## config.mk

```make
export PLATFORM = sky130hd
export DESIGN_NAME = bsg_fifo_rolly_replay_ctrl_flat
export DESIGN_NICKNAME = d
export VERILOG_FILES = /design/src/rtl/bsg_fifo_rolly_replay_ctrl_pkg.sv /design/src/rtl/bsg_fifo_rolly_replay_ctrl_if.sv /design/src/rtl/bsg_fifo_rolly_replay_ctrl_timer.sv /design/src/rtl/bsg_fifo_rolly_replay_ctrl.sv /design/src/flat_wrapper.sv
export SDC_FILE = /design/constraint.sdc
export NUM_CORES = 1
export LEC_CHECK = 0
export CORE_ASPECT_RATIO = 1.1
export CORE_MARGIN = 2
export CORE_UTILIZATION = 35
export CTS_CLUSTER_DIAMETER = 150
export DETAILED_ROUTE_END_ITERATION = 8
export GPL_TIMING_DRIVEN = 1
export PLACE_DENSITY = 0.73
export SLEW_MARGIN = 10
export SYNTH_ARGS = -nofsm -noshare
export SYNTH_HDL_FRONTEND = slang
export SYNTH_HIERARCHICAL = 1
export SYNTH_SLANG_ARGS = --single-unit
```

## constraint.sdc

```tcl
create_clock -name clk_i -period 2 [get_ports clk_i]
set_input_delay 0.4 -clock clk_i [delete_from_list [all_inputs] [get_ports clk_i]]
set_output_delay 0.4 -clock clk_i [all_outputs]
set_load 0.01 [all_outputs]
```

## src/rtl/bsg_fifo_rolly_replay_ctrl_pkg.sv

```systemverilog
// Shared types and helpers for the rollback-FIFO replay sequencer.
// Latency: n/a (declarations only).
// Backpressure: n/a.
package bsg_fifo_rolly_replay_pkg;

    typedef enum logic [1:0] {
        SEND   = 2'd0,
        WAIT   = 2'd1,
        REWIND = 2'd2,
        COMMIT = 2'd3
    } state_e;

    // The packet "last" flag rides in the top bit of each FIFO word.
    function automatic int last_bit_idx(input int width);
        return width - 1;
    endfunction

    // Counter width able to hold 0..max_val, never narrower than one bit.
    function automatic int cnt_width(input int max_val);
        return (max_val < 1) ? 1 : $clog2(max_val + 1);
    endfunction

endpackage

```

## src/rtl/bsg_fifo_rolly_replay_ctrl_if.sv

```systemverilog
// Consumer-side link of the replay sequencer: beat stream out, ready and ack/nack back.
// Latency: n/a (wires only).
// Backpressure: valid-then-ready on the beat stream; ack/nack are single-cycle pulses.
interface bsg_fifo_rolly_replay_ctrl_if #(
    parameter int width_p = 8
);
    logic [width_p-1:0] data_o;
    logic               v_o;
    logic               ready_i;
    logic               ack_v_i;
    logic               nack_v_i;

    modport master (
        output data_o,
        output v_o,
        input  ready_i,
        input  ack_v_i,
        input  nack_v_i
    );

    modport slave (
        input  data_o,
        input  v_o,
        output ready_i,
        output ack_v_i,
        output nack_v_i
    );
endinterface

```

## src/rtl/bsg_fifo_rolly_replay_ctrl_timer.sv

```systemverilog
// Response timer: saturating up-counter with synchronous clear, flags expiry at timeout_p-1.
// Latency: expired_o is combinational from the count register.
// Backpressure: none; counts whenever enabled.
module bsg_fifo_rolly_replay_timer #(
    parameter int timeout_p = 255
) (
    input  logic clk_i,
    input  logic reset_n_i,
    input  logic clear_i,
    input  logic en_i,
    output logic expired_o
);
    localparam int cnt_w_lp = $clog2(timeout_p + 1);

    logic [cnt_w_lp-1:0] cnt_q;

    // Count up while enabled, hold at all-ones, clear takes priority.
    always_ff @(posedge clk_i or negedge reset_n_i) begin
        if (!reset_n_i) begin
            cnt_q <= '0;
        end else if (clear_i) begin
            cnt_q <= '0;
        end else if (en_i && (cnt_q != {cnt_w_lp{1'b1}})) begin
            cnt_q <= cnt_q + cnt_w_lp'(1);
        end
    end

    assign expired_o = (cnt_q == cnt_w_lp'(timeout_p - 1));

endmodule

```

## src/rtl/bsg_fifo_rolly_replay_ctrl.sv

```systemverilog
// Read-side replay sequencer: streams one packet, awaits ack/nack, commits or rewinds the FIFO.
// Latency: data_o is a pass-through; response to next beat is 2 cycles.
// Backpressure: beats held while ready_i low; optional counters under BSG_FIFO_ROLLY_REPLAY_STATS_EN.
module bsg_fifo_rolly_replay_ctrl
    import bsg_fifo_rolly_replay_pkg::*;
#(
    parameter int width_p       = 8,
    parameter int timeout_p     = 255,
    parameter int max_retries_p = 3
) (
    input  logic                 clk_i,
    input  logic                 reset_n_i,
    input  logic [width_p-1:0]   fifo_data_i,
    input  logic                 fifo_v_i,
    output logic                 fifo_yumi_o,
    output logic                 fifo_r_incr_o,
    output logic                 fifo_r_rewind_o,
    output logic                 fifo_r_forward_o,
    bsg_fifo_rolly_replay_ctrl_if.master link,
    output logic                 drop_o,
    output logic                 spurious_o
`ifdef BSG_FIFO_ROLLY_REPLAY_STATS_EN
    ,
    output logic [31:0]          pkt_cnt_o,
    output logic [31:0]          replay_cnt_o,
    output logic [15:0]          drop_cnt_o
`endif
);
    localparam int last_lp    = last_bit_idx(width_p);
    localparam int retry_w_lp = cnt_width(max_retries_p);
    localparam logic [retry_w_lp-1:0] retry_max_lp = retry_w_lp'(max_retries_p);

    localparam logic [1:0] ST_SEND   = SEND;
    localparam logic [1:0] ST_WAIT   = WAIT;
    localparam logic [1:0] ST_REWIND = REWIND;
    localparam logic [1:0] ST_COMMIT = COMMIT;

    logic [1:0]            state_q, state_n;
    logic [retry_w_lp-1:0] retry_q, retry_n;
    logic                  drop_q, drop_n;
    logic                  spurious_q;
    logic                  expired;
    logic                  in_wait;
    logic                  fail;
    logic                  beat_v;
    logic                  beat_yumi;

    assign in_wait = (state_q == ST_WAIT);

    bsg_fifo_rolly_replay_timer #(
        .timeout_p(timeout_p)
    ) timer (
        .clk_i    (clk_i),
        .reset_n_i(reset_n_i),
        .clear_i  (!in_wait),
        .en_i     (in_wait),
        .expired_o(expired)
    );

    // fifo_v_i is raw from the FIFO, so gate it with reset to keep v_o low while reset is held.
    assign beat_v    = (state_q == ST_SEND) && fifo_v_i && reset_n_i;
    assign beat_yumi = beat_v && link.ready_i;

    // A nack wins over a simultaneous ack; the timeout only counts when nothing answered.
    assign fail = link.nack_v_i || (expired && !link.ack_v_i);

    // Next-state, retry accounting and the "this commit is a drop" flag.
    always_comb begin
        state_n = state_q;
        retry_n = retry_q;
        drop_n  = drop_q;
        case (state_q)
            ST_SEND: begin
                if (beat_yumi && fifo_data_i[last_lp]) begin
                    state_n = ST_WAIT;
                end
            end
            ST_WAIT: begin
                if (fail) begin
                    if (retry_q == retry_max_lp) begin
                        state_n = ST_COMMIT;
                        drop_n  = 1'b1;
                    end else begin
                        state_n = ST_REWIND;
                        retry_n = retry_q + retry_w_lp'(1);
                    end
                end else if (link.ack_v_i) begin
                    state_n = ST_COMMIT;
                    drop_n  = 1'b0;
                end
            end
            ST_REWIND: begin
                state_n = ST_SEND;
            end
            ST_COMMIT: begin
                state_n = ST_SEND;
                retry_n = '0;
                drop_n  = 1'b0;
            end
            default: begin
                state_n = ST_SEND;
                retry_n = '0;
                drop_n  = 1'b0;
            end
        endcase
    end

    // Control state registers.
    always_ff @(posedge clk_i or negedge reset_n_i) begin
        if (!reset_n_i) begin
            state_q <= ST_SEND;
            retry_q <= '0;
            drop_q  <= 1'b0;
        end else begin
            state_q <= state_n;
            retry_q <= retry_n;
            drop_q  <= drop_n;
        end
    end

    // Sticky flag for responses arriving when no packet is awaiting one.
    always_ff @(posedge clk_i or negedge reset_n_i) begin
        if (!reset_n_i) begin
            spurious_q <= 1'b0;
        end else if ((link.ack_v_i || link.nack_v_i) && !in_wait) begin
            spurious_q <= 1'b1;
        end
    end

    assign link.data_o      = fifo_data_i;
    assign link.v_o         = beat_v;
    assign fifo_yumi_o      = beat_yumi;
    assign fifo_r_incr_o    = 1'b0;
    assign fifo_r_rewind_o  = (state_q == ST_REWIND);
    assign fifo_r_forward_o = (state_q == ST_COMMIT);
    assign drop_o           = (state_q == ST_COMMIT) && drop_q;
    assign spurious_o       = spurious_q;

`ifdef BSG_FIFO_ROLLY_REPLAY_STATS_EN
    logic [31:0] pkt_cnt_q;
    logic [31:0] replay_cnt_q;
    logic [15:0] drop_cnt_q;

    // Wrapping event counters: delivered packets, replays, drops.
    always_ff @(posedge clk_i or negedge reset_n_i) begin
        if (!reset_n_i) begin
            pkt_cnt_q    <= '0;
            replay_cnt_q <= '0;
            drop_cnt_q   <= '0;
        end else begin
            if (fifo_r_forward_o && !drop_q) pkt_cnt_q    <= pkt_cnt_q + 32'd1;
            if (fifo_r_rewind_o)             replay_cnt_q <= replay_cnt_q + 32'd1;
            if (drop_o)                      drop_cnt_q   <= drop_cnt_q + 16'd1;
        end
    end

    assign pkt_cnt_o    = pkt_cnt_q;
    assign replay_cnt_o = replay_cnt_q;
    assign drop_cnt_o   = drop_cnt_q;
`endif

endmodule
```

## src/flat_wrapper.sv

```systemverilog
// flat-port wrapper written by rule: the top's interface ports become plain ports
module bsg_fifo_rolly_replay_ctrl_flat import bsg_fifo_rolly_replay_pkg::*;
#(
    parameter int width_p       = 8,
    parameter int timeout_p     = 255,
    parameter int max_retries_p = 3
)
  (clk_i, reset_n_i, fifo_data_i, fifo_v_i, fifo_yumi_o, fifo_r_incr_o, fifo_r_rewind_o, fifo_r_forward_o, drop_o, spurious_o, link_data_o, link_v_o, link_ready_i, link_ack_v_i, link_nack_v_i);
  bsg_fifo_rolly_replay_ctrl_if #(.width_p(width_p)) link_i ();
  input  logic clk_i;
  input  logic reset_n_i;
  input  logic [width_p-1:0] fifo_data_i;
  input  logic fifo_v_i;
  output logic fifo_yumi_o;
  output logic fifo_r_incr_o;
  output logic fifo_r_rewind_o;
  output logic fifo_r_forward_o;
  output logic drop_o;
  output logic spurious_o;
  output wire logic [$bits(link_i.data_o)-1:0] link_data_o;
  output wire logic [$bits(link_i.v_o)-1:0] link_v_o;
  input wire logic [$bits(link_i.ready_i)-1:0] link_ready_i;
  input wire logic [$bits(link_i.ack_v_i)-1:0] link_ack_v_i;
  input wire logic [$bits(link_i.nack_v_i)-1:0] link_nack_v_i;
  assign link_data_o = link_i.data_o;
  assign link_v_o = link_i.v_o;
  assign link_i.ready_i = link_ready_i;
  assign link_i.ack_v_i = link_ack_v_i;
  assign link_i.nack_v_i = link_nack_v_i;
  bsg_fifo_rolly_replay_ctrl #(.width_p(width_p), .timeout_p(timeout_p), .max_retries_p(max_retries_p)) u_core (.clk_i(clk_i), .reset_n_i(reset_n_i), .fifo_data_i(fifo_data_i), .fifo_v_i(fifo_v_i), .fifo_yumi_o(fifo_yumi_o), .fifo_r_incr_o(fifo_r_incr_o), .fifo_r_rewind_o(fifo_r_rewind_o), .fifo_r_forward_o(fifo_r_forward_o), .link(link_i), .drop_o(drop_o), .spurious_o(spurious_o));
endmodule
```

==> results.toml, run 1 <==
[clock_tree]
clk_pin_slew_ns = 0.08
cts_hold_buf = 0
cts_resized = 2
cts_buffers = 3
cts.sinks = 14
htreeDepth = 1
clockRootBuffer = "clkbuf_4"
cts_tree = "done"
insertion_delay_ns = 0.28
post-cts-setup-buffers = 0
clockBufferDepth = 2

[power_and_ir_drop]
combinationalPowerShare_pct = 43.3
cellPowerDensity_nw_per_um2 = 850
clockPowerShare_pct = 17.6
seqPwrFrac_pct = 39.1
ir_worst_vdd_mv = 0.428
internal_power_mw = 0.586
switching_share_pct = 36.5
leakage_nw = 0.485
power.switching_mw = 0.337

[place]
port_buffers = 13
dpl_worst_slack_ns = -0.205
postPlaceCellArea_sq_um = 1070
gp_congestion = 0.748
dp_hpwl_microns = 1470
place_inst = 138

[finish]
fin_nets = 129
syn2layout_area_growth_pct = 16.4
final_core_util_pct = 43.1
n_antenna_cell = 0
n_fill_cell = 262
fin_cells = 141
drive_gt1_share_pct = 16.4
design_area_sq_um = 1090

[timing]
max_freq_mhz = 518
fin_ws_ns = 0.0684
final_max_slew_viol_count = 0
finalCriticalPeriod_ns = 1.93
finalSetupViolCount = 0
hold_viol_final = 0
grt_setup_unrepaired = "false"
fin_worst_skew_ns = 0.00111
finalCritPeriodShare_pct = 96.6
whs_ns = 0.452

[critical_path]
crit_chain = "clkdlybuf4s50_1 -> and4bb_2 -> and2_4 -> dlygate4sd2_1"
crit_slowest_cell = "clkdlybuf4s50_1"
cp-start-kind = "input pin"
crit_family = "buffers and inverters"
crit_fanout = 2
r2r_cells = 5
r2r-end = "u_core/drop_q"
r2r-start = "u_core/timer/cnt_q[4]"
cp-end-kind = "output pin"
crit_buf_inv = 2
cpPeakStageDelay_ns = 0.47
crit_cells = 4
worstPathRequired_ns = 1.60
worstSetupPathType = "input pin to output pin"
worstPathArrival_ns = 1.53
reg2reg_slack_ns = 0.20

[global_routing]
busiest_layer = "met2"
grt.total_usage_pct = 14.1
gr-usage-met1_pct = 18.0
met2_usage_pct = 23.1
grt_pass1_wl_microns = 3240
grt_pass1_vias = 733
grt_max_degree = 15
antenna_found_initial = 0
grt_use_met3_pct = 2.58
globalRouteOverflowTotal = 0

[route]
drt_iter0_markers = 26
drtAntennaViolNets = 0
vias_per_cell = 5.48
num_vias = 772
dr.pass1.iters = 4
wl_microns = 2000
drc = 0
avgRoutedWirePerCell_microns = 14.2

[synth]
synth-edff-count = 0
syn_area_sq_um = 933
synthTopCellsByCount = "dfrtp_1 (14), buf_4 (10), inv_1 (9)"
synth_area_leaders = "dfrtp_1 (38%), buf_4 (8.0%), ha_1 (4.0%), a21oi_1 (3.8%), inv_1 (3.6%)"
ys_seq_area_share_pct = 37.5
syn-num-nets = 117
synthMostInstantiatedCell = "dfrtp_1"
yosys_register_bits = 14
syn_area_per_cell_sq_um = 9.33
ys_warn_count = 6
synth_cells = 100
ys_types = 37
synth_top_area_share_pct = 37.5
synth_flop_cell = "dfrtp_1"
async_reset_ff_share_pct = 100
yosys.area.top_type = "dfrtp_1"

[floorplanning]
pin_count = 29
die_w_microns = 53.2
die_y_microns = 58.2
initial_core_util_pct = 37.0
dieArea_sq_um = 3100
placementRows = 19
core_area_sq_um = 2520

[min_path]
hold_path.class = "input pin to async pin"

[flow_run]
maxCapViolations = 0

[outcome]
outcome = "completed"
==> final cells by class <==
class / instances / area, sq um / area share, %
Clock buffer: 3 / 22.5 / 2.07
Inverter: 9 / 33.8 / 3.11
Multi-Input combinational cell: 64 / 460 / 42.4
Sequential cell: 14 / 350 / 32.3
Tap cell: 31 / 38.8 / 3.57
Timing Repair Buffer: 20 / 180 / 16.6
==> layout by cell type, fill, tap and decap left out, types with 2 or more instances in the layout <==
cell type	netlist	layout
dfrtp_1	14	14
dlygate4sd2_1	0	2
clkbuf_4	0	3
clkdlybuf4s50_1	0	11
o2111ai_1	2	2
inv_1	9	9
nand2b_1	3	3
and3_1	5	5
nand4_1	2	2
nand3_1	4	4
ha_1	3	3
nor2_1	4	4
a211oi_1	2	2
o31ai_2	2	2
a21oi_1	7	7
nor2b_1	4	4
buf_4	10	7
o311ai_0	2	2
nor3_1	5	5
==> through the flow <==
stage               setup TNS, ns  power (mW)
CTS                             0       0.928
detailed placement         -0.264       0.769
global route                    0       0.998
floorplan                       0       0.628
global placement           -0.201       0.751
finish                          0       0.923
==> sequential cells by signal, indices dropped and copies added (netlist names) <==
name / flops
u_core/timer/cnt_q: 8
u_core/retry_q: 2
u_core/state_q: 2
u_core/drop_q: 1
u_core/spurious_o: 1
==> per-layer routing <==
layer | share of wire, % | wire [microns]
met1 | 43 | 863
met2 | 49 | 978
met3 | 7.9 | 159
met4 | 0 | 0
met5 | 0 | 0
==> cell families (layout without fill, tap and decap cells) <==
family,after synthesis,after routing,synth area share (%)
mux,3,3,4.02
other cells,1,1,0.402
buf+inv,22,32,13.1
compound gates,22,22,17.8
flops,14,14,37.5
fa+ha+maj,3,3,4.02
simple gates,35,35,23.1
==> power by group through the flow <==
stage | registers (mW) | logic, mW | clock network (mW)
global placement | 0.362 | 0.389 | 0
CTS | 0.359 | 0.402 | 0.167
finish | 0.361 | 0.400 | 0.163
detailed placement | 0.365 | 0.405 | 0
global route | 0.367 | 0.449 | 0.182
floorplan | 0.375 | 0.252 | 0
==> how the worst max path moves through the flow <==
stage,from,to,slack [ns]
4_1_cts,reset_n_i,fifo_yumi_o,0.06
3_3_place_gp,reset_n_i,fifo_yumi_o,-0.17
2_1_floorplan,u_core/timer/cnt_q[2],u_core/drop_q,0.22
5_1_grt,reset_n_i,fifo_yumi_o,0.04
3_5_place_dp,reset_n_i,fifo_yumi_o,-0.21
6_report,reset_n_i,fifo_yumi_o,0.07
Power figures use the tool's default switching activity.
==> run 2, diff against run 1 <==
--- a/config.mk
+++ b/config.mk
@@ -8,6 +8,7 @@
 export CORE_ASPECT_RATIO = 1.1
 export CORE_MARGIN = 2
 export CORE_UTILIZATION = 35
+export CTS_BUF_LIST = sky130_fd_sc_hd__clkbuf_8 sky130_fd_sc_hd__clkbuf_16
 export CTS_CLUSTER_DIAMETER = 150
 export DETAILED_ROUTE_END_ITERATION = 8
 export GPL_TIMING_DRIVEN = 1
==> run 2 against run 1 <==
  * Die area unchanged
  * Sequential power about the same
  * Count of clock-buffer cells in the layout unchanged
  * Worst hold slack improved by 0.043 ns
  * Critical path depth unchanged
  * Non-clock buffer count unchanged
  * Total power increased by 7.2%
  * Global-route usage increased by 0.32 points
  * Maximum frequency about the same
  * Clock power increased by 40%
==> results.toml, run 2 (synthesis results as in run 1) <==
[outcome]
outcome = "completed"

[power_and_ir_drop]
leakage_nw = 0.493
cellPowerDensity_nw_per_um2 = 896
internal_power_mw = 0.651
switching_share_pct = 34.3
combinationalPowerShare_pct = 40.3
clockPowerShare_pct = 23.1
ir_worst_vdd_mv = 0.581
power.switching_mw = 0.339
power_mw = 0.990
seqPwrFrac_pct = 36.6

[critical_path]
worstPathRequired_ns = 1.60
crit_fanout = 2
worstSetupPathType = "input pin to output pin"
cp-start-kind = "input pin"
cp-end-kind = "output pin"
worstPathArrival_ns = 1.53

[finish]
multiInputGateArea_sq_um = 460
syn2layout_area_growth_pct = 18.4
layout.area.seq_sq_um = 350
mostFrequentLayoutCells = "dfrtp_1 (14), clkdlybuf4s50_1 (11), inv_1 (9)"
fin_nets = 129
largest_reg_flops = 8
registers.top_by_ff_count = "u_core/timer/cnt_q"
n_fill_cell = 253
n_antenna_cell = 0
final_core_util_pct = 43.8
design_area_sq_um = 1100
final_common_cell = "dfrtp_1"
drive_gt1_share_pct = 16.4
top_regs = "u_core/timer/cnt_q (8), u_core/retry_q (2), u_core/state_q (2)"

[timing]
hold_viol_final = 0
finalSetupViolCount = 0
grt_setup_unrepaired = "false"
max_freq_mhz = 518
final_max_slew_viol_count = 0
finalCritPeriodShare_pct = 96.5
fin_worst_skew_ns = 0.00247
finalCriticalPeriod_ns = 1.93

[floorplanning]
pin_count = 29
placementRows = 19
core_area_sq_um = 2520
die_w_microns = 53.2
die_y_microns = 58.2
initial_core_util_pct = 37.0
dieArea_sq_um = 3100

[global_routing]
grt_pass1_vias = 731
globalRouteOverflowTotal = 0
grt_max_degree = 15
antenna_found_initial = 0
grt.total_usage_pct = 14.4
grt_pass1_wl_microns = 3260

[route]
vias_per_cell = 5.40
drtAntennaViolNets = 0
wl_microns = 2000
drt_iter0_markers = 11
drc = 0
dr.pass1.iters = 4
num_vias = 761
avgRoutedWirePerCell_microns = 14.2

[min_path]
hold_path.class = "input pin to async pin"

[clock_tree]
post-cts-setup-buffers = 0
htreeDepth = 1
clockBufferDepth = 2
cts_hold_buf = 0
cts.sinks = 14
clk_pin_slew_ns = 0.06
insertion_delay_ns = 0.24
cts_tree = "done"
clockRootBuffer = "clkbuf_8"
cts_resized = 2
cts_buffers = 3

[place]
dp_hpwl_microns = 1470
gp_congestion = 0.748
postPlaceCellArea_sq_um = 1070
port_buffers = 13

[flow_run]
maxCapViolations = 0
[run 2: cell types whose count changed in the layout (fill, tap and decap cells not counted)]
cell | before | now
clkbuf_4 | 3 | 0
clkbuf_8 | 0 | 3
[run 2: routing by layer]
metal | up-vias | track usage, % | part of all wire, %
li1 | 369 | - | -
met5 | - | 0 | 0
met2 | 24 | 24.0 | 48
met4 | 0 | 7.69 | 2.1
met3 | 4 | 1.80 | 6.3
met1 | 364 | 17.7 | 43
[run 2: layout make-up]
cell class | instances | area share, %
tap | 31 | 3.51
inverter | 9 | 3.06
timing repair buffer | 20 | 16.3
clock buffer | 3 | 3.74
sequential | 14 | 31.7
multi-input combinational | 64 | 41.7
[run 2: worst paths after layout]
path,startpoint,to,slack (ns),cells after the start
max in group asynchronous,reset_n_i,u_core/timer/cnt_q[1],1.33,2
worst max-delay path,reset_n_i,fifo_yumi_o,0.07,4
worst max register to register,u_core/timer/cnt_q[4],u_core/drop_q,0.20,5
worst min register to register,u_core/spurious_o,u_core/spurious_o,0.50,1
min in group clk_i,u_core/spurious_o,u_core/spurious_o,0.50,1
worst min-delay path,reset_n_i,u_core/spurious_o,0.50,2
[run 2: critical path: stages]
cell and delay [ns]:
clkdlybuf4s50_1 0.47, and4bb_2 0.24, and2_4 0.15, dlygate4sd2_1 0.27
[run 2: through the flow]
stage,setup WS [ns],setup TNS (ns),hold WS [ns],std cells
3_3_place_gp,-0.166,-0.201,0.477,138
4_1_cts,0.0619,0,0.493,141
3_5_place_dp,-0.205,-0.264,0.476,138
2_1_floorplan,0.220,0,0.104,100
5_1_grt,0.0361,0,0.517,141
6_report,0.0695,0,0.495,141
[run 2: power groups by stage]
stage,Clock [mW],Combinational [mW],Sequential [mW]
after floorplan,0,0.252,0.375
after global placement,0,0.389,0.362
after detailed placement,0,0.405,0.365
after CTS,0.237,0.403,0.361
after global routing,0.250,0.450,0.368
final,0.229,0.399,0.362
==> run 3, diff against run 2 <==
--- a/config.mk
+++ b/config.mk
@@ -6,7 +6,7 @@
 export NUM_CORES = 1
 export LEC_CHECK = 0
 export CORE_ASPECT_RATIO = 1.1
-export CORE_MARGIN = 2
+export CORE_MARGIN = 10
 export CORE_UTILIZATION = 35
 export CTS_BUF_LIST = sky130_fd_sc_hd__clkbuf_8 sky130_fd_sc_hd__clkbuf_16
 export CTS_CLUSTER_DIAMETER = 150
==> run 3 against run 2 <==
  * Largest power group unchanged
  * Cell count did not move
  * Die area rose by 66%
  * Highest routed layer unchanged
  * Global-route usage fell by 6.0 points
==> results.toml, run 3 (synthesis results as in run 1) <==
[outcome]
outcome = "completed"

[finish]
top_regs = "u_core/timer/cnt_q (8), u_core/retry_q (2), u_core/state_q (2)"
n_antenna_cell = 0
registers.top_by_ff_count = "u_core/timer/cnt_q"
design_area_sq_um = 1100
final_common_cell = "dfrtp_1"
largest_reg_flops = 8
drive_gt1_share_pct = 16.4
fin_nets = 129
mostFrequentLayoutCells = "dfrtp_1 (14), clkdlybuf4s50_1 (11), inv_1 (9)"
syn2layout_area_growth_pct = 18.4

[global_routing]
grt_max_degree = 15
grt_pass1_wl_microns = 3580
grt_pass1_vias = 783
globalRouteOverflowTotal = 0
antenna_found_initial = 0
grt.total_usage_pct = 8.33

[timing]
finalSetupViolCount = 0
setup_tns_ns = 0
finalCriticalPeriod_ns = 1.94
whs_ns = 0.488
grt_setup_unrepaired = "false"
max_freq_mhz = 517
final_max_slew_viol_count = 0
hold_viol_final = 0
fin_worst_skew_ns = 0.00116
finalCritPeriodShare_pct = 96.8
fin_ws_ns = 0.0648

[place]
port_buffers = 13
postPlaceCellArea_sq_um = 1070
dpl_worst_slack_ns = -0.198
dp_hpwl_microns = 1580
gp_congestion = 0.742

[route]
drc = 0
num_vias = 751
drt_iter0_markers = 31
wl_microns = 2070
dr.pass1.iters = 4
vias_per_cell = 5.33
drtAntennaViolNets = 0
avgRoutedWirePerCell_microns = 14.6

[clock_tree]
cts_tree = "done"
cts_resized = 2
clockBufferDepth = 2
clockRootBuffer = "clkbuf_8"
cts.sinks = 14
cts_hold_buf = 0
insertion_delay_ns = 0.24
cts_buffers = 3
clk_pin_slew_ns = 0.05
htreeDepth = 1
post-cts-setup-buffers = 0

[power_and_ir_drop]
cellPowerDensity_nw_per_um2 = 892
power_mw = 0.985
leakage_nw = 0.493
ir_worst_vdd_mv = 0.486

[critical_path]
worstPathRequired_ns = 1.60
r2r-start = "u_core/timer/cnt_q[5]"
cp-start-kind = "input pin"
crit_start = "reset_n_i"
worstSetupPathType = "input pin to output pin"
worstPathArrival_ns = 1.54
crit_fanout = 2
cp-end-kind = "output pin"

[floorplanning]
die_y_microns = 74.2
placementRows = 19
die_w_microns = 69.2
initial_core_util_pct = 37.0
pin_count = 29
dieArea_sq_um = 5130
core_area_sq_um = 2520

[flow_run]
maxCapViolations = 0

[min_path]
hp-start = "u_core/spurious_o"
hold_path.class = "flip-flop to flip-flop"
[run 3: cell counts in the layout (fill, tap and decap cells not counted)]
No cell type changed its count.
[run 3: stage by stage]
stage | utilization (%) | std cells
4_1_cts | 43.8 | 141
3_5_place_dp | 42.3 | 138
5_1_grt | 43.8 | 141
2_1_floorplan | - | 100
6_report | 43.8 | 141
3_3_place_gp | 42.3 | 138
[run 3: cell type report]
class | count | area [sq um]
fillers | 273 | 1420
clock buffers | 3 | 41.3
multi-input cells | 64 | 460
repair buffers | 20 | 180
well taps | 31 | 38.8
inverters | 9 | 33.8
flip-flops and latches | 14 | 350
[run 3: worst paths after layout]
check / slack [ns] / endpoint / cells after the start
worst max-delay path: 0.06 / fifo_yumi_o / 4
worst min-delay path: 0.49 / u_core/spurious_o / 1
worst max register to register: 0.19 / u_core/drop_q / 5
worst min register to register: 0.49 / u_core/spurious_o / 1
max in group asynchronous: 1.32 / u_core/retry_q[1] / 2
min in group asynchronous: 0.51 / u_core/state_q[0] / 2
[run 3: critical path, cell delays in order]
cell             delay [ns]
clkdlybuf4s50_1        0.48
and4bb_2               0.24
and2_4                 0.14
dlygate4sd2_1          0.27
[run 3: layer usage]
metal	vias to the layer above	GRT usage, %	wire length, microns
li1	368	-	-
met5	-	0	0
met1	360	9.46	923
met2	18	14.2	988
met3	5	2.39	117
met4	0	4.03	35
[run 3: power by group]
group	leakage [nW]	internal, mW	switching (mW)
sequential	0.177	0.331	0.0293
combinational	0.294	0.187	0.212
clock	0.0216	0.133	0.0924
==> patch (settings of run 3) <==
`timeout_p` is set to 255 in 3 places; all go to 510.
--- a/src/rtl/bsg_fifo_rolly_replay_ctrl_timer.sv
+++ b/src/rtl/bsg_fifo_rolly_replay_ctrl_timer.sv
@@ -3,5 +3,5 @@
 // Backpressure: none; counts whenever enabled.
 module bsg_fifo_rolly_replay_timer #(
-    parameter int timeout_p = 255
+    parameter int timeout_p = 510
 ) (
     input  logic clk_i,
--- a/src/rtl/bsg_fifo_rolly_replay_ctrl.sv
+++ b/src/rtl/bsg_fifo_rolly_replay_ctrl.sv
@@ -6,5 +6,5 @@
 #(
     parameter int width_p       = 8,
-    parameter int timeout_p     = 255,
+    parameter int timeout_p     = 510,
     parameter int max_retries_p = 3
 ) (
--- a/src/flat_wrapper.sv
+++ b/src/flat_wrapper.sv
@@ -3,5 +3,5 @@
 #(
     parameter int width_p       = 8,
-    parameter int timeout_p     = 255,
+    parameter int timeout_p     = 510,
     parameter int max_retries_p = 3
 )
Formal check against the unedited RTL: no difference found for any inputs over 10 cycles, from zero or initial values and one cycle with reset_n_i low; that may be too few to reach the edited logic, so the function may still have changed.
==> patch against run 3 <==
Routed wire length grew 5.5%. Total power grew 5.6%. Final area grew 5.1%. Worst setup slack lost 0.013 ns. Fmax shrank 0.65%. Largest power group unchanged. Synthesized area grew 2.1%. Sequential cell count grew 1. Synthesized cell count shrank 1.0%. Largest cell class unchanged.
==> patch: results (changes against run 3) <==
- Ys Warns: 6 (unchanged)
- Resized Gates After CTS: 2 (unchanged)
- Adder-Cell Fraction of Synth Area: 0.0525 (was 0.0402)
- Max incr delay on CP: 0.50 ns (was 0.48 ns)
- First-pass GRT wire length: 3.53 mm (was 3.58 mm)
- GRT Overall Usage: 0.0826 (was 0.0833)
- Initial antenna violation count: 0 (unchanged)
- Worst setup path start: reset_n_i (unchanged)
- Worst r2r src: u_core/timer/cnt_q[5]$_DFFE_PN0P_ (unchanged)
- Post-CTS setup buffer count: 0 (unchanged)
- Post-DP HPWL: 1.71 mm (was 1.58 mm)
- Compound-Gate Fraction of Synth Area: 0.114 (was 0.178)
- Clock Path Buffers: 2 (unchanged)
- Gp weighted congestion: 0.798 (was 0.742)
- Top area cells in the synthesized netlist: dfrtp_1 39%, buf_4 7.1%, ha_1 5.2% (was dfrtp_1 38%, buf_4 8.0%, ha_1 4.0%)
- DR iter-0 viols: 44 (was 31)
- Synth cell count leaders: 15 x dfrtp_1, 9 x buf_4, 9 x nor2_1 (was 14 x dfrtp_1, 10 x buf_4, 9 x inv_1)
- H-tree depth: 1 (unchanged)
- Largest regs: u_core/timer/cnt_q (9), u_core/retry_q (2), u_core/state_q (2) (was u_core/timer/cnt_q (8), u_core/retry_q (2), u_core/state_q (2))
- WL/cell: 15.0 µm (was 14.6 µm)
- Post-synthesis sequential area ratio: 0.394 (was 0.375)
- Buffers on Ports: 13 (unchanged)
- Run status: finished clean (unchanged)
- Syn nets: 117 (unchanged)
- Top Family by Delay on Critical Path: buffers and inverters (unchanged)
- Worst path slowest cell: clkdlybuf4s50_1 (unchanged)
- Antenna Cells: 0 (unchanged)
- Worst skew pair latency: 0.25 ns
- Worst hold start: u_core/spurious_o$_DFFE_PN0P_ (unchanged)
- Post-Synth XOR/XNOR Area: 0.0184 (was 0)
- Largest net degree at the start of global routing: 16 (was 15)
- Hold Path Class: reg2reg (unchanged)
- LEAKAGE: 0.539 nW (was 0.493 nW)
- Root buf cell: clkbuf_8 (unchanged)
- Crit path max fanout: 2 (unchanged)
- Post-synthesis mux area share: 0.0577 (was 0.0402)
- Distinct cells, synth: 35 (was 37)
- Layout cells sized above 1: 0.211 (was 0.164)
- Peak VDD IR: 0.541 mV (was 0.486 mV)
- Clock buffer count from CTS: 3 (unchanged)
- Area after DPL: 1110 µm² (was 1070 µm²)
- First-pass detailed-route iteration total: 4 (unchanged)
- Arrival time at the worst endpoint: 1.55 ns
- Vias: 764 (was 751)
- Final layout net count: 133 (was 129)
- CTS clk-pin slew, worst paths: 0.06 ns
- Skew final: 0.00191 ns (was 0.00116 ns)
- Ys async rst share: 1.00 (unchanged)
- Net Sw Power: 0.362 mW (was 0.334 mW)
## patch: worst register-to-register path: cells and delay by family (launching register included)
| kind | cells | cell delay, ns |
|---|---|---|
| AND/OR/NAND/NOR | 5 | 0.86 |
| flip-flops | 1 | 0.39 |
| multiplexers | 1 | 0.35 |
| adder cells (fa/ha/maj) | 1 | 0.19 |
## patch: per-layer routing
metal,track usage,part of all wire
met2,0.145,0.50
met1,0.0800,0.41
met3,0.0355,0.078
met4,0.0526,0.013
met5,0,0
## patch: area by class of cell
cell class	instances	area (µm²)
flip-flops and latches	15	377
multi-input cells	67	487
clock inverters	1	3.75
repair buffers	21	188
clock buffers	3	41.3
fillers	229	1380
inverters	7	26.3
well taps	31	38.8
## patch: stage by stage
step                      power, mW  std cells  setup slack [ns]
after floorplan               0.659         99             0.212
after global routing           1.12        145            0.0192
final                          1.04        145            0.0521
after CTS                      1.05        145            0.0369
after global placement        0.784        141            -0.215
after detailed placement      0.811        141            -0.231
## patch: path summary, 6_finish.rpt
kind                                                     end  slack (ns)  cells after the start
max reg2reg                u_core/timer/cnt_q[4]$_DFFE_PN0P_        0.09                      7
max                                              fifo_yumi_o        0.05                      4
min reg2reg                    u_core/spurious_o$_DFFE_PN0P_        0.49                      1
min in group asynchronous  u_core/timer/cnt_q[5]$_DFFE_PN0P_        0.53                      2
max in group asynchronous  u_core/timer/cnt_q[4]$_DFFE_PN0P_        1.28                      2
min                            u_core/spurious_o$_DFFE_PN0P_        0.49                      1
## patch: power by group through the flow
stage	logic, mW	registers, mW	clock network [mW]
global placement	0.400	0.384	0
CTS	0.420	0.383	0.248
detailed placement	0.423	0.388	0
floorplan	0.262	0.398	0
finish	0.417	0.383	0.240
global route	0.462	0.390	0.266
